==> src/rtl/game_pkg.sv <==
// rtl/game_pkg.sv - shared state encodings, pixel constants and helpers for the collision game
package game_pkg;

    typedef enum logic [1:0] {
        ST_IDLE  = 2'b00,
        ST_PLAY  = 2'b01,
        ST_CRASH = 2'b10,
        ST_OVER  = 2'b11
    } game_state_e;

    localparam logic [11:0] BLACK     = 12'h000;
    localparam logic [9:0]  H_VISIBLE = 10'd640;
    localparam logic [9:0]  V_VISIBLE = 10'd480;

    function automatic logic [1:0] sat_dec2(input logic [1:0] v);
        return (v == 2'd0) ? 2'd0 : v - 2'd1;
    endfunction

endpackage

==> src/rtl/pixel_overlap_det.sv <==
// rtl/pixel_overlap_det.sv - registers the pixel stage and keeps a per-frame sticky overlap flag
module pixel_overlap_det
    import game_pkg::*;
(
    input  logic        clk,
    input  logic        reset_n,
    input  logic [9:0]  pix_row,
    input  logic [9:0]  pix_col,
    input  logic        video_on,
    input  logic [11:0] layer_a,
    input  logic [11:0] layer_b,
    input  logic        arm,
    input  logic        clr,
    output logic        sof,
    output logic        hit,
    output logic        hit_pending
);

    logic [9:0]  row_q;
    logic [9:0]  col_q;
    logic        von_q;
    logic [11:0] a_q;
    logic [11:0] b_q;

    always_ff @(posedge clk or negedge reset_n) begin
        if (!reset_n) begin
            row_q <= '0;
            col_q <= '0;
            von_q <= 1'b0;
            a_q   <= '0;
            b_q   <= '0;
        end else begin
            row_q <= pix_row;
            col_q <= pix_col;
            von_q <= video_on;
            a_q   <= layer_a;
            b_q   <= layer_b;
        end
    end

    assign sof = (row_q == 10'd0) && (col_q == 10'd0);
    assign hit = von_q && (row_q < V_VISIBLE) && (col_q < H_VISIBLE)
                 && (a_q != BLACK) && (b_q != BLACK);

    // At sof the old frame's verdict is consumed; a hit on the sof pixel seeds the new frame.
    always_ff @(posedge clk or negedge reset_n) begin
        if (!reset_n) begin
            hit_pending <= 1'b0;
        end else if (clr) begin
            hit_pending <= 1'b0;
        end else if (sof) begin
            hit_pending <= hit && arm;
        end else if (hit && arm) begin
            hit_pending <= 1'b1;
        end
    end

endmodule

==> src/rtl/collision_game_ctrl.sv <==
// rtl/collision_game_ctrl.sv - game FSM: lives, crash hold-off, game-over and high score tracking
module collision_game_ctrl
    import game_pkg::*;
#(
    parameter int LIVES       = 3,
    parameter int HOLD_FRAMES = 120
) (
    input  logic        clk,
    input  logic        reset_n,
    input  logic [9:0]  pix_row,
    input  logic [9:0]  pix_col,
    input  logic        video_on,
    input  logic [11:0] moving_cars_out,
    input  logic [11:0] player_car_out,
    input  logic [5:0]  score_in,
    input  logic        btn_start,
    output logic [1:0]  game_state,
    output logic        freeze,
    output logic [1:0]  lives,
    output logic [5:0]  high_score,
    output logic        crash_pulse
);

    localparam logic [1:0] LIVES_INIT = 2'(LIVES);
    localparam logic [7:0] HOLD_INIT  = 8'(HOLD_FRAMES);

    game_state_e state, state_nxt;
    logic [1:0]  lives_nxt;
    logic [7:0]  hold_cnt, hold_nxt;
    logic [5:0]  hs_nxt;
    logic        armed, armed_nxt;
    logic        crash_nxt;
    logic        clr_pend;
    logic        sof, hit, hit_pending;

    pixel_overlap_det u_det (
        .clk         (clk),
        .reset_n     (reset_n),
        .pix_row     (pix_row),
        .pix_col     (pix_col),
        .video_on    (video_on),
        .layer_a     (moving_cars_out),
        .layer_b     (player_car_out),
        .arm         (state == ST_PLAY),
        .clr         (clr_pend),
        .sof         (sof),
        .hit         (hit),
        .hit_pending (hit_pending)
    );

    always_comb begin
        state_nxt = state;
        lives_nxt = lives;
        hold_nxt  = hold_cnt;
        hs_nxt    = high_score;
        armed_nxt = armed;
        crash_nxt = 1'b0;
        clr_pend  = 1'b0;
        case (state)
            ST_IDLE: begin
                if (btn_start) begin
                    state_nxt = ST_PLAY;
                    lives_nxt = LIVES_INIT;
                    clr_pend  = 1'b1;
                end
            end
            ST_PLAY: begin
                if (sof && hit_pending) begin
                    crash_nxt = 1'b1;
                    lives_nxt = sat_dec2(lives);
                    if (lives_nxt == 2'd0) begin
                        state_nxt = ST_OVER;
                        armed_nxt = 1'b0;
                        if (score_in > high_score) hs_nxt = score_in;
                    end else begin
                        state_nxt = ST_CRASH;
                        hold_nxt  = HOLD_INIT;
                    end
                end
            end
            ST_CRASH: begin
                if (sof) begin
                    hold_nxt = (hold_cnt == 8'd0) ? 8'd0 : hold_cnt - 8'd1;
                    if (hold_cnt <= 8'd1) state_nxt = ST_PLAY;
                end
            end
            ST_OVER: begin
                // A held button must be released once before it can restart the game.
                if (!btn_start)  armed_nxt = 1'b1;
                else if (armed)  state_nxt = ST_IDLE;
            end
            default: state_nxt = ST_IDLE;
        endcase
    end

    always_ff @(posedge clk or negedge reset_n) begin
        if (!reset_n) begin
            state       <= ST_IDLE;
            freeze      <= 1'b1;
            lives       <= 2'd0;
            hold_cnt    <= 8'd0;
            high_score  <= 6'd0;
            armed       <= 1'b0;
            crash_pulse <= 1'b0;
        end else begin
            state       <= state_nxt;
            freeze      <= (state_nxt != ST_PLAY);
            lives       <= lives_nxt;
            hold_cnt    <= hold_nxt;
            high_score  <= hs_nxt;
            armed       <= armed_nxt;
            crash_pulse <= crash_nxt;
        end
    end

    assign game_state = state;

endmodule

==> config.mk <==
export PLATFORM = sky130hd
export DESIGN_NAME = collision_game_ctrl
export DESIGN_NICKNAME = d
export VERILOG_FILES = /design/src/rtl/game_pkg.sv /design/src/rtl/pixel_overlap_det.sv /design/src/rtl/collision_game_ctrl.sv
export SDC_FILE = /design/constraint.sdc
export NUM_CORES = 1
export LEC_CHECK = 0
export BUFFER_PORTS_ARGS = -buffer_cell sky130_fd_sc_hd__buf_2
export CAP_MARGIN = 0
export CORE_ASPECT_RATIO = 0.9
export CORE_MARGIN = 1.5
export CORE_UTILIZATION = 53
export CTS_CLUSTER_SIZE = 14
export DETAILED_ROUTE_END_ITERATION = 6
export PLACE_DENSITY = 0.86
export SLEW_MARGIN = 20
export SYNTH_ARGS = -nofsm -noshare
export SYNTH_HDL_FRONTEND = slang
export SYNTH_SLANG_ARGS = --single-unit
==> constraint.sdc <==
create_clock -name clk -period 4.4 [get_ports clk]
set_input_delay 0 -clock clk [delete_from_list [all_inputs] [get_ports clk]]
set_output_delay 0 -clock clk [all_outputs]
set_load 0.01 [all_outputs]
* After elaboration in Yosys (flattened, before gate mapping)
Cells that the tools add are included.
Word-level totals: register bits 67, bits of input ports 54, output and inout bits 12
Operators by class: $add $sub $neg 2, $lt $le $gt $ge 4, equality and inequality tests 10, mux-type cells 28, reductions and logical operators 23
Operator list (count):
- 2-to-1 mux 8 bit | 4
- nonzero test 12 bit | 2
- zero test 10 bit | 2
- 2-to-1 mux 2 bit | 9
- one-hot mux 8 bit (2 select lines) | 1
- inequality test 2 bit (second input constant) | 6
- AND reduction 4 bit | 3
- 2-to-1 mux 1 bit | 11
- less-than comparator 10 bit (second input constant) | 1
- less-than comparator 10 x 9 -> 1 bit (second input constant) | 1
- less-or-equal comparator 8 x 1 -> 1 bit (second input constant) | 1
- zero test 8 bit | 1
- one-hot mux 2 bit (4 select lines) | 1
- subtractor 8 x 1 -> 8 bit (second input constant) | 1
- logical AND 1 bit | 7
- > comparator 6 bit | 1
- zero test 2 bit | 3
- nonzero test 2 bit | 3
- equality test 2 bit (second input constant) | 2
- one-hot mux 2 bit (2 select lines) | 1
- AND reduction 3 bit | 1
- nonzero test 3 bit | 1
- equality test 2 x 1 -> 1 bit (second input constant) | 1
- inequality test 2 x 1 -> 1 bit (second input constant) | 1
- 2 further kinds | 2

* Longest topological paths before layout
Gate-level depths: netlist of run 1.
depth after elaboration 9, mapped depth 7, gate-level depth less buffers 7

* Hierarchy
A second synthesis of run 1 with hierarchy kept.
Second synthesis, totals: cells, all modules 192, area total of the unflattened synthesis 2561.2 um2
Modules (own cells, without submodules):
- pixel_overlap_det | instances 1, cells an instance 70, area an instance 1307.5 um2, seq. area each 1151.1 um2
- collision_game_ctrl | instances 1, cells an instance 122, area an instance 1253.7 um2, seq. area each 526.8 um2

* Worst setup path before layout of run 1
No wires, ideal clock.
path type register -> register, start reg high_score[4], end reg high_score[0], arrival time 1819 ps, data required time 4275 ps, setup slack 2457 ps, cell stages (with the launch flop) 8, buffers on the path 0, cell sequence dfrtp_1 > inv_1 > ha_1 > and3_1 > o21ai_0 > a31oi_1 > o211ai_1 > mux2_2
On the way: word-level cells in the longest chain between the ends 2
RTL lines:
- start: declaration | line collision_game_ctrl.sv:20 | output logic [5:0] high_score,
- start signal: assignment | line collision_game_ctrl.sv:110 | high_score <= hs_nxt;
- > comparator 6 bit | line collision_game_ctrl.sv:74 | if (score_in > high_score) hs_nxt = score_in;
- AND reduction 4 bit (no source line)
No other way between the ends. A chain may end at the register's enable or synchronous reset.

* Worst setup path after layout of run 1
start reg high_score[1], end reg high_score[0]
Same word-level chain as after synthesis.

==> results.yml, run 1 <==
outcome:
  status: "complete, no violations"
yosys:
  synth_top_family_by_area: "simple AND/OR/NAND/NOR gates"
  synth_xor_area_share_pct: 0
  synth.distinct_cells: 34
  syn_avg_cell_area_um2: 13.0
  synth_fa_ha_area_share_pct: 4.53
  synth_edf_count: 0
  ys_ff_latch: 67
  synth-compound-area-share_pct: 8.35
  async_flop_share_pct: 100
  synth_fp_nets: 255
  ys_seq_area_share_pct: 67.5
  ys.flop_type: "dfrtp_1"
  syn-cell-area_um2: 2490
  muxShareOfSynthArea_pct: 2.72
  synthCells: 192
  synth-simple-area-share_pct: 15.1
  ys_warn_count: 0
sta:
  clock_skew_ns: 0.00933
  fmax_mhz: 432
  setup_ws_ns: 2.09
  max_slew_margin_pct: 46.9
  hold_viol: 0
  drv_slew: 0
  finalWorstPathRequiredPeriod_ns: 2.31
  fin_crit_sh_pct: 52.6
  tns_ns: 0
  rsz0062_at_grt: "no"
  holdWs_ns: 0.275
  worstMarginPinSlew_ns: 0.796
  setup_viol: 0
power:
  clkPwrFrac_pct: 44.8
  power.switching_mw: 0.335
  leakage_nw: 1.74
  p_per_area_nw_per_um2: 408
  seqPwrFrac_pct: 45.3
  total_power_mw: 1.50
  p_int_mw: 1.17
  ir_worst_vdd_v: 0.000323
  comb_power_share_pct: 9.9
  netSwitchingFraction_pct: 22.3
worst_setup_path:
  cpMaxStageDelayCell: "o211ai_1"
  cp.buffers_inverters: 1
  cp.required_ns: 4.63
  path_class: "reg -> reg"
  cp-end-kind: "flop"
  crit_chain: "inv_1 -> ha_1 -> nor2b_1 -> o21ai_0 -> a31oi_1 -> o211ai_1 -> mux2_2"
  cp.arrival_ns: 2.54
  critPathLaunchType: "flop"
  path_max_fanout: 6
  cp_slowest_stage_delay_ns: 0.52
  cp_top_family: "compound AO/OA/AOI/OAI gates"
place:
  gp_congestion: 0.826
  port_buffers: 65
  place_area_um2: 2890
  dpl_worst_slack_ns: 2.27
  placed_cells: 319
  dp_hpwl_um: 3460
global_route:
  overflow: 0
  grt_pass1_vias: 2250
  grtUsageMet2_pct: 53.1
  grt_max_degree: 68
  grt_util_all_layers_pct: 29.9
  grt_pass1_wl_um: 10500
  use_met3_pct: 11.3
  grt_use_met1_pct: 31.7
  grt_busiest_layer: "met2"
  antenna_found_initial: 0
floorplanning:
  die_w_um: 75.2
  fp-row-count: 23
  io_pins: 66
  start_util_pct: 55.4
  core_area_um2: 4490
  die_y_um: 68.0
  dieArea_um2: 5110
cells_and_area:
  nets: 384
  instances_no_fill: 388
  layout_commonest_cell: "dfrtp_1"
  fill_cells: 242
  drive_gt1_share_pct: 28.5
  stdcell_area_um2: 3690
  final_core_util_pct: 82.2
  diodes: 0
  layout_common_cells: "dfrtp_1 (66), buf_2 (65), dlygate4sd3_1 (53), o21ai_0 (17)"
  syn_to_final_growth_pct: 48.3
routing:
  ant_nets: 0
  totalWireLength_um: 6700
  first_iter_violations: 133
  first_pass_iters: 4
  vias: 2090
  viasPerCell: 5.39
  drcViolationCount: 0
  wire_per_inst_um: 17.3
clocking:
  root_buffer: "clkbuf_8"
  numCtsBuffers: 9
  cts_setup_buffers: 0
  clkTransAtPathRegs_ns: 0.08
  cts_sinks: 67
  tritoncts: "built"
  clock_path_buffers: 2
  h-tree-depth: 3
  insertion_delay_ns: 0.35
hold_path:
  hp-class: "in -> reg"
run:
  max-cap-violations: 0
[worst paths after layout]
kind,startpoint,end,slack [ns],cells after the start
setup / recovery,high_score[1],high_score[0],2.09,7
hold / removal,pix_row[5],u_det.row_q[5],0.28,2
setup reg to reg,high_score[1],high_score[0],2.09,7
hold reg to reg,hold_cnt[7],hold_cnt[7],0.51,1
max in group asynchronous,reset_n,u_det.hit_pending,3.53,3
min in group asynchronous,reset_n,u_det.a_q[3],0.34,3
[synthesized netlist by cell type, types with 2 or more instances]
cell | count | area [um2]
nor3_1 | 4 | 20.0
nand2b_1 | 5 | 31.3
ha_1 | 9 | 113
nand3_1 | 7 | 35.0
o21ai_0 | 17 | 85.1
mux2_2 | 5 | 56.3
inv_1 | 11 | 41.3
a31oi_1 | 6 | 37.5
a21oi_1 | 6 | 30.0
nand2_1 | 9 | 33.8
and4_1 | 2 | 17.5
nor2_1 | 7 | 26.3
nor2b_1 | 3 | 18.8
dfrtp_1 | 66 | 1650
nand4_1 | 5 | 31.3
and3_1 | 2 | 12.5
nor4_1 | 11 | 68.8
[power by group through the flow]
stage / registers, mW / logic [mW] / clock network, mW
floorplan: 0.688 / 0.0446 / 0
global placement: 0.687 / 0.101 / 0
detailed placement: 0.690 / 0.105 / 0
CTS: 0.679 / 0.143 / 0.676
global route: 0.685 / 0.163 / 0.709
finish: 0.681 / 0.150 / 0.674
[sequential cells by signal, summed over array words and instances, names as in the netlist]
signal,count
u_det.a_q,12
u_det.b_q,12
u_det.col_q,10
u_det.row_q,10
hold_cnt,8
high_score,6
game_state,2
lives,2
armed,1
crash_pulse,1
freeze,1
u_det.hit_pending,1
u_det.von_q,1
[metal layers]
layer	vias up	share of wire, %
li1	956	-
met1	1024	38
met2	87	52
met3	23	6.4
met4	0	3.7
met5	-	0
[repair_timing]
| item | CTS | global route |
|---|---|---|
| hold buffers | 53 | 0 |
| endpoints found under the hold margin | 118 | 0 |
| gates resized for setup | 0 | 0 |
[kinds of logic after synthesis]
logic type	after synthesis
AOI/OAI and AO/OA	36
adders and majority gates	9
buffers and inverters	12
DFF	67
muxes	6
and+or+nand+nor	62
[layout make-up]
type | instances | area (um2) | share of cell area [%]
sequential | 67 | 1680 | 45.5
clock buffer | 10 | 128 | 3.46
inverter | 11 | 41.3 | 1.12
tap | 62 | 77.6 | 2.10
clock inverter | 6 | 138 | 3.73
timing repair buffer | 119 | 863 | 23.4
multi-input combinational | 113 | 764 | 20.7
Power figures use the tool's default switching activity.
==> run 2, diff against run 1 <==
Settings changed: CORE_UTILIZATION 53 to 46, PLACE_DENSITY 0.86 to 0.8.
Clock period 4.4 ns to 2 ns, I/O delays scaled along.
==> results.yml, run 2 (synthesized netlist as in run 1, its figures left out) <==
cells_and_area:
  layout_commonest_cell: "dfrtp_1"
  fill_cells: 344
  layout_common_cells: "dfrtp_1 (66), buf_2 (65), dlygate4sd3_1 (53), o21ai_0 (16)"
  diodes: 0
  top_regs: "u_det.a_q (12), u_det.b_q (12)"
  syn_to_final_growth_pct: 51.0
  drive_gt1_share_pct: 31.9
  nets: 393
routing:
  wire_per_inst_um: 15.9
  vias: 2085
  ant_nets: 0
  totalWireLength_um: 6410
  viasPerCell: 5.19
  drcViolationCount: 0
  first_iter_violations: 114
  first_pass_iters: 4
clocking:
  clock_path_buffers: 2
  tritoncts: "built"
  insertion_delay_ns: 0.34
  h-tree-depth: 3
  root_buffer: "clkbuf_8"
  numCtsBuffers: 9
  clkTransAtPathRegs_ns: 0.08
  cts_sinks: 67
outcome:
  status: "finished, violations left"
  violations: "setup timing"
place:
  port_buffers: 65
  gp_congestion: 0.901
  dp_hpwl_um: 3520
worst_setup_path:
  rrSetupSlack_ns: -0.001
  cp-end-kind: "flop"
  path_max_fanout: 6
  cp.arrival_ns: 2.22
  cp.required_ns: 2.22
  r2r_cells: 6
  reg2reg_from: "u_det.row_q[7]"
  critPathLaunchType: "flop"
  path_class: "reg -> reg"
  r2r_end: "high_score[1]"
global_route:
  grt_util_all_layers_pct: 24.0
  grt_pass1_wl_um: 10100
  grt_pass1_vias: 2152
  overflow: 0
  antenna_found_initial: 0
  grt_max_degree: 34
power:
  ir_worst_vdd_v: 0.000761
  p_per_area_nw_per_um2: 807
  leakage_nw: 1.76
  total_power_mw: 3.03
floorplanning:
  io_pins: 66
  fp-row-count: 25
  start_util_pct: 47.6
  die_w_um: 80.5
  core_area_um2: 5220
  die_y_um: 72.8
  dieArea_um2: 5860
sta:
  fin_crit_sh_pct: 100
  setup_ws_ns: -0.00126
  fmax_mhz: 500
  tns_ns: -0.00126
  holdWs_ns: 0.118
  drv_slew: 0
  finalWorstPathRequiredPeriod_ns: 2.00
  max_slew_margin_pct: 71.4
  clock_skew_ns: 0.0128
  worstMarginPinSlew_ns: 0.428
  hold_viol: 0
  setup_viol: 1
hold_path:
  hp-class: "in -> async"
run:
  max-cap-violations: 0
-- run 2: cell types whose count changed in the layout (fill, tap and decap cells not counted), sizes merged --
cell      before  now
clkinv         2    1
clkinvlp       0    2
bufinv         4    1
buf           66   75
clkbuf        10   11
inv           11   12
-- run 2: critical path, stage by stage (launching register included) --
cell      delay [ns]
dfrtp_1         0.42
nor4_2          0.39
nand4_1         0.24
nor3_2          0.21
o211ai_1        0.12
buf_4           0.18
mux2_1          0.32
-- run 2: worst max path at each step --
stage / start / endpoint / depth (start not counted)
floorplan: high_score[4] / high_score[0] / 7
global placement: u_det.col_q[5] / high_score[1] / 6
detailed placement: u_det.col_q[5] / high_score[1] / 6
CTS: u_det.col_q[1] / high_score[1] / 6
global route: u_det.row_q[7] / high_score[1] / 6
finish: u_det.row_q[7] / high_score[1] / 6
-- run 2: where the power goes --
part / internal [mW] / switching, mW / total, mW
Combinational: 0.197 / 0.175 / 0.373
Sequential: 1.44 / 0.0473 / 1.48
Clock: 0.646 / 0.530 / 1.18
-- run 2: per-stage QoR --
stage | util (%) | cells | setup slack (ns) | area [um2]
floorplan | - | 192 | 0.0568 | 2490
global placement | 57.1 | 333 | 0.0926 | 2980
detailed placement | 57.1 | 333 | 0.00307 | 2980
CTS | 71.4 | 402 | 0.0409 | 3730
global route | 71.9 | 402 | -0.0723 | 3750
finish | 71.9 | 402 | -0.00126 | 3750
-- run 2: cell type report --
type | count | area (um2) | area share (%)
multi-input cells | 113 | 798 | 21.3
flip-flops and latches | 67 | 1680 | 44.7
clock inverters | 5 | 58.8 | 1.57
repair buffers | 128 | 943 | 25.1
inverters | 11 | 41.3 | 1.10
well taps | 67 | 83.8 | 2.23
clock buffers | 11 | 151 | 4.03
-- run 2: layer usage --
layer	wire (um)	vias to the layer above	track usage, %
met2	3360	86	40.3
met5	0	-	0
met1	2480	1001	28.1
li1	-	978	-
met3	310	20	5.88
met4	263	0	14.2
-- run 2: timing repair --
| action | 4_1_cts | 5_1_grt |
|---|---|---|
| endpoints found under the setup margin | 1 | 6 |
| pin swaps | 0 | 2 |
| gates resized for setup | 1 | 5 |
| buffers inserted | 0 | 0 |
| hold buffers | 53 | 0 |
| hold endpoints to repair | 118 | 0 |
